--- src/rtl/acc_seq_driver.sv ---
// acc_seq_driver: turns a streamed operand burst into the accumulator's load/init/neg/oe control sequence
module acc_seq_driver #(
  parameter int DATA_WIDTH  = 8,
  parameter int ATTR_WIDTH  = 4,
  parameter int HOLD_CYCLES = 2,
  parameter int CNT_WIDTH   = 4
) (
  input  logic                  clk,
  input  logic                  rst,
  input  logic                  start,
  input  logic [CNT_WIDTH-1:0]  op_count,
  input  logic [ATTR_WIDTH-1:0] attr_in,
  input  logic                  abort,
  input  logic                  in_valid,
  input  logic [DATA_WIDTH-1:0] in_data,
  input  logic                  in_neg,
  output logic                  in_ready,
  output logic                  signal_load,
  output logic                  signal_init,
  output logic                  signal_neg,
  output logic                  signal_oe,
  output logic [DATA_WIDTH-1:0] data_out,
  output logic [ATTR_WIDTH-1:0] attr_out,
  output logic                  busy,
  output logic                  done
);
  localparam int HW = HOLD_CYCLES > 1 ? $clog2(HOLD_CYCLES) : 1;
  typedef enum logic [1:0] {IDLE, WAIT_OP, DRIVE, DONE} state_t;
  state_t state, ns;
  logic [CNT_WIDTH-1:0] rem;
  logic [HW-1:0] hcnt;
  logic first, go, accept, hold_end;
  logic ready_n, load_n, init_n, neg_n, oe_n, busy_n, done_n;
  logic [DATA_WIDTH-1:0] data_n;
  assign go       = state == IDLE && start && op_count != '0;
  assign accept   = state == WAIT_OP && in_valid && in_ready && !abort;
  assign hold_end = state == DRIVE && hcnt == '0 && !abort;
  // next state: abort beats operand capture and hold completion
  always_comb begin
    ns = abort && state != IDLE ? IDLE :
         go                     ? WAIT_OP :
         accept                 ? DRIVE :
         hold_end               ? (rem == CNT_WIDTH'(1) ? DONE : WAIT_OP) :
         state == DONE          ? IDLE : state;
  end
  // next values of the registered outputs; ready lags one cycle after a fresh start
  always_comb begin
    ready_n = ns == WAIT_OP && state != IDLE;
    load_n  = ns == DRIVE;
    init_n  = accept && first;
    neg_n   = accept ? in_neg : (ns == DRIVE && signal_neg);
    oe_n    = ns == IDLE || ns == DONE;
    busy_n  = ns != IDLE;
    done_n  = ns == DONE;
    data_n  = accept ? in_data : data_out;
  end
  // state, burst bookkeeping and output registers
  always_ff @(posedge clk or posedge rst) begin
    if (rst) begin
      state       <= IDLE;
      rem         <= '0;
      hcnt        <= '0;
      first       <= 1'b0;
      in_ready    <= 1'b0;
      signal_load <= 1'b0;
      signal_init <= 1'b0;
      signal_neg  <= 1'b0;
      signal_oe   <= 1'b1;
      data_out    <= '0;
      attr_out    <= '0;
      busy        <= 1'b0;
      done        <= 1'b0;
    end else begin
      state <= ns;
      if (go) begin
        rem      <= op_count;
        attr_out <= attr_in;
        first    <= 1'b1;
      end
      if (accept) begin
        hcnt  <= HW'(HOLD_CYCLES - 1);
        first <= 1'b0;
      end else if (state == DRIVE && hcnt != '0) hcnt <= hcnt - HW'(1);
      if (hold_end) rem <= rem - CNT_WIDTH'(1);
      in_ready    <= ready_n;
      signal_load <= load_n;
      signal_init <= init_n;
      signal_neg  <= neg_n;
      signal_oe   <= oe_n;
      busy        <= busy_n;
      done        <= done_n;
      data_out    <= data_n;
    end
  end
endmodule

--- config.mk ---
export PLATFORM = sky130hd
export DESIGN_NAME = acc_seq_driver
export DESIGN_NICKNAME = d
export VERILOG_FILES = /design/src/rtl/acc_seq_driver.sv
export SDC_FILE = /design/constraint.sdc
export NUM_CORES = 1
export LEC_CHECK = 0
export BUFFER_PORTS_ARGS = -buffer_cell sky130_fd_sc_hd__buf_2
export CORE_ASPECT_RATIO = 0.7
export CORE_MARGIN = 2
export CORE_UTILIZATION = 44
export DETAILED_ROUTE_END_ITERATION = 12
export GPL_TIMING_DRIVEN = 0
export PLACE_DENSITY = 0.74
export SYNTH_ARGS = -nofsm -noshare
export SYNTH_HDL_FRONTEND = slang
export SYNTH_SLANG_ARGS = --single-unit
--- constraint.sdc ---
create_clock -name clk -period 1.5 [get_ports clk]
set_input_delay 0.075 -clock clk [delete_from_list [all_inputs] [get_ports clk]]
set_output_delay 0.075 -clock clk [all_outputs]
set_load 0.02 [all_outputs]
# Word-level counts from Yosys, hierarchy flattened

Index checks and enable logic that the tools add are counted.

Word-level logic and storage cells: 58
Register bits: 27
Output and inout port bits: 19
Input port bits: 22

$add $sub $neg: 2
Bitwise gates (word level): 1
Eq/ne operators: 7
Mux-type cells: 13
Reductions and logical operators: 22

Operators by type and width:

| cell                                                                  | number |
|---|---|
| 1-bit logical AND                                                     | 12 |
| 2-bit 2-to-1 mux                                                      | 6 |
| 2-bit nonzero test                                                    | 5 |
| 2-bit equality test, second input constant                            | 4 |
| 4-bit 2-to-1 mux                                                      | 2 |
| 1-bit 2-to-1 mux                                                      | 5 |
| 2-bit by 1-bit equality test with 1-bit output, second input constant | 2 |
| 4-bit by 1-bit equality test with 1-bit output, second input constant | 1 |
| 2-bit logical NOT                                                     | 2 |
| 4-bit nonzero test                                                    | 1 |
| 4-bit by 1-bit subtractor with 4-bit output, second input constant    | 1 |
| 1-bit logical NOT                                                     | 1 |
| 1-bit logical OR                                                      | 1 |
| 1-bit inverter                                                        | 1 |
| 1-bit subtractor, second input constant                               | 1 |

# Depth between registers and ports, before layout

Word-level depth: 10
Depth in mapped cells: 8
Mapped depth without buffers: 8

# Least setup slack after synthesis

No wires, ideal clock.

Path type: reg2reg
From: register rem[1]
To: register signal_neg
Required time: 1.421 ns
Path buffers: 0
Stages on the path, launching flop included: 9
Setup time: 0.079 ns
Arrival time: 1.504 ns
Slack: -0.083 ns
Clock period less this slack: 1.583 ns
Cell sequence: dfrtp_1 -> inv_1 -> ha_1 -> nor3b_1 -> o21bai_1 -> a211oi_1 -> ha_1 -> nand2_1 -> mux2i_1

Cells in the longest elaborated chain, start to end: 9

Ends and longest elaborated chain:

| what                                           | RTL line | source |
|---|---|---|
| start: declaration                             | 30       | `logic [CNT_WIDTH-1:0] rem;` |
| start signal: assignment                       | 76       | `rem <= op_count;` |
| start signal: assignment                       | 84       | `if (hold_end) rem <= rem - CNT_WIDTH'(1);` |
| 4-bit by 1-bit equality test with 1-bit output | 43       | `hold_end ? (rem == CNT_WIDTH'(1) ? DONE : WAIT_OP) :` |
| 2-bit 2-to-1 mux (2 in series)                 | 43       |  |
| 2-bit 2-to-1 mux                               | 42       | `accept ? DRIVE :` |
| 2-bit 2-to-1 mux                               | 41       | `go ? WAIT_OP :` |
| 2-bit 2-to-1 mux                               | 40       | `ns = abort && state != IDLE ? IDLE :` |
| net ns[1]                                      | 29       | `state_t state, ns;` |
| 2-bit equality test                            | -        |  |
| net load_n                                     | 33       | `logic ready_n, load_n, init_n, neg_n, oe_n, busy_n, done_n;` |
| 1-bit logical AND                              | 51       | `neg_n = accept ? in_neg : (ns == DRIVE && signal_neg);` |
| 1-bit 2-to-1 mux                               | 51       |  |
| net neg_n                                      | 33       |  |
| end signal: assignment                         | 88       | `signal_neg <= neg_n;` |
| end: declaration                               | 20       | `output logic signal_neg,` |

The timed path passes the listed nets, and every way through them passes these cells.
A chain may end at the register's enable or synchronous reset.

# Final worst setup path

Ends and elaborated chain as after synthesis.

==> summary.md <==
| Metric | Value |
|---|---|
| Clock period minus worst slack | `1.66 ns` |
| Starting Density | `0.479` |
| Destination of the critical timing path | `signal_neg` |
| Max-Cap Viols | `0` |
| Largest net degree at the start of global routing | `28` |
| Sequential area share after synthesis | `0.553` |
| Gp weighted congestion | `0.807` |
| Layout area overhead | `47.5%` |
| Static Leakage | `0.880 nW` |
| Core footprint | `2550 sq um` |
| Violations in the final reports | `setup timing` |
| Number of H-tree levels | `1` |
| Net count after synthesis | `122` |
| Async set or reset register ratio after synthesis | `1.00` |
| Max Used Layer | `met4` |
| Ratio of cells with drive above 1 in the final layout | `0.635` |
| Final setup skew | `0.00212 ns` |
| Clock root buffer master | `sky130_fd_sc_hd__clkbuf_8` |
| Count of final max-slew check failures | `0` |
| Post-cts hold buffer count | `0` |
| Type of the worst setup path | `flop to flop` |
| Cells after synthesis | `94` |
| Final-report hold violation count | `0` |
| Number of search-and-repair iterations in the first detailed-routing pass | `4` |
| Power Density | `1460 nW/um^2` |
| Clock-pin slew reported for the worst setup and hold paths after clock tree synthesis | `0.09 ns` |
| Setup crit start kind | `flop` |
| RSZ-0062 raised after global routing | `true` |
| Worst endpoint required time | `1.70 ns` |
| Post-route DRC violation count | `0` |
| Wire length of the first global-routing pass | `4.23 mm` |
| Met3 wire length | `149 microns` |
| Final antenna diode count | `0` |
| Final critical-path share of the clock period | `1.10` |
| Die Footprint | `3230 sq um` |
| Die height | `48.1 microns` |
| Synthesis-stage register bit count | `27` |
| Area contributors post-synth | `sky130_fd_sc_hd__dfrtp_1 53%, sky130_fd_sc_hd__mux2_2 11%, sky130_fd_sc_hd__ha_1 6.1%, sky130_fd_sc_hd__dfstp_2 2.1%, sky130_fd_sc_hd__inv_1 2.1%` |
| Setup WS post-layout | `-0.156 ns` |
| Post-synthesis instance area | `1220 sq um` |
| DRT met1 WL | `1.34 mm` |
| Count of warnings emitted by yosys | `0` |
| Most frequent cells in the layout | `39 x sky130_fd_sc_hd__buf_2, 24 x sky130_fd_sc_hd__dfrtp_1, 15 x sky130_fd_sc_hd__buf_4` |
| Total design power | `2.63 mW` |
| Post-route ant nets | `0` |
| Cell area after placement | `1470 sq um` |
| Final core utilization | `0.707` |
| Classification of the worst-slack hold path | `primary input to async pin` |
| Number of distinct library cells after synthesis | `31` |
| Synthesized area per cell | `13.0 sq um` |
| Flip-flop cell with the highest count after synthesis | `sky130_fd_sc_hd__dfrtp_1` |
| Clock buffer depth | `2` |
| Critical path endpoint category | `flop` |
| Crit Reg-Reg Startpoint | `rem[1]` |
| Cts bufs inserted | `3` |
| Post-detailed-route wirelength per cell | `16.9 microns` |
| Finished Cell Area | `1810 sq um` |
| Synth top area share | `0.532` |
| CTS tree | `done` |
| Clock latency on the worst-skew pair | `0.27 ns` |
| I/O pin count | `41` |
| Worst ir drop on vdd | `0.000865 V` |
| Die width | `67.0 microns` |
| Number of vias after detailed routing | `1,012` |
| TritonCTS sink count | `27` |
| Worst Max-Slew Pin Slew | `0.980 ns` |
| WL met2 | `1.66 mm` |
| Final routed wirelength across all metal layers | `3.21 mm` |
| Post-synth top area cell | `sky130_fd_sc_hd__dfrtp_1` |
| Reg2Reg Depth | `8` |
| Number of port buffers | `39` |
| Run status | `finished, violations left` |
| Setup slack on the worst flop-to-flop path | `-0.16 ns` |
| Vias in the first global route | `927` |
| FP Rows | `15` |
| Net count reported at finish | `185` |
| Initial antenna violation count | `0` |
| Worst setup path start | `rem[1]` |
| Per-cell via count in the routed design | `5.33` |
| Worst endpoint data arrival time | `1.85 ns` |
| Remaining max-slew budget at the tightest pin | `0.346` |
| EDFF count, synth | `0` |
| Critical-path maximum fanout | `2` |
| Gr usage total | `0.185` |
| Congestion Overflow GR | `0` |
| Most frequent standard cell in the layout excluding fill and tap cells | `sky130_fd_sc_hd__buf_2` |
| Initial DRC Count | `57` |
| Achievable clock frequency | `604 MHz` |
| Final setup fails | `17` |
| Endpoint of the worst register-to-register path | `signal_neg` |
| Estimated wirelength of the detail-placed design | `1.71 mm` |
==> power breakdown <==
part / internal [mW] / switching, mW
sequential: 0.954 / 0.178
clock: 0.188 / 0.228
combinational: 0.526 / 0.559
total: 1.67 / 0.965
==> layer usage <==
metal | vias up | GRT usage
li1 | 456 | -
met2 | 35 | 0.319
met1 | 513 | 0.239
met5 | - | 0
met4 | 0 | 0.0490
met3 | 8 | 0.0485
==> metrics by stage <==
stage          cells  TNS (ns)  setup WS, ns  hold WS (ns)
6_report         190     -1.63        -0.156        0.0195
5_1_grt          190     -2.82        -0.247        0.0209
4_1_cts          184    -0.892        -0.136        0.0242
3_5_place_dp     167     -1.83        -0.201         0.312
3_3_place_gp     167     -1.48        -0.153         0.306
2_1_floorplan     94   -0.0135      -0.00797         0.127
==> registers in the layout, summed over array words and instances, names as in the netlist, 2 cells and up <==
signal and cells:
state 2, attr_out 4, rem 4, data_out 8
==> what timing repair did <==
action / in CTS / in global routing
setup endpoints to repair: 17 / 21
gates resized for setup: 15 / 18
pin swaps: 6 / 8
cloned: 1 / 0
buffers inserted: 12 / 6
endpoints found under the hold margin: 0 / 0
==> Yosys cell counts, drive strengths merged, types with 2 or more instances <==
| master | instances |
|---|---|
| nor4 | 2 |
| nor2 | 2 |
| mux2 | 12 |
| and3 | 2 |
| nor3b | 2 |
| nand2b | 3 |
| dfrtp | 26 |
| a21oi | 5 |
| nand2 | 2 |
| inv | 7 |
| o21a | 2 |
| o21ai | 2 |
| a211oi | 3 |
| ha | 6 |
| nor3 | 4 |
==> worst max-delay path, cell delays in order (launching register included) <==
cell and delay [ns]:
sky130_fd_sc_hd__dfrtp_1 0.40, sky130_fd_sc_hd__inv_2 0.09, sky130_fd_sc_hd__ha_4 0.12, sky130_fd_sc_hd__nor3b_4 0.20, sky130_fd_sc_hd__o21bai_4 0.10, sky130_fd_sc_hd__a211oi_4 0.26, sky130_fd_sc_hd__ha_2 0.24, sky130_fd_sc_hd__nand2_2 0.05
sky130_fd_sc_hd__mux2i_1 0.13
==> area by class of cell <==
cell class | count | area (sq um)
sequential | 27 | 679
multi-input combinational | 58 | 632
tap | 34 | 42.5
inverter | 7 | 26.3
clock buffer | 3 | 41.3
clock inverter | 1 | 7.51
buffer | 2 | 15.0
fill | 181 | 747
timing repair buffer | 58 | 362
==> cell families after synthesis <==
family / after synthesis / synth area share
DFF: 27 / 0.553
and+or+nand+nor: 21 / 0.136
AOI/OAI and AO/OA: 18 / 0.0971
muxes: 13 / 0.119
buffers and inverters: 9 / 0.0337
adders and majority gates: 6 / 0.0613
==> worst min-delay path by stage <==
stage | startpoint | to | slack, ns
floorplan | rst | attr_out[0] | 0.13
global placement | in_data[5] | data_out[5] | 0.31
detailed placement | in_data[6] | data_out[6] | 0.31
CTS | attr_in[1] | attr_out[1] | 0.02
global route | attr_in[3] | attr_out[3] | 0.02
finish | rst | data_out[5] | 0.02
Note: power is estimated with default switching activity, not from simulation.
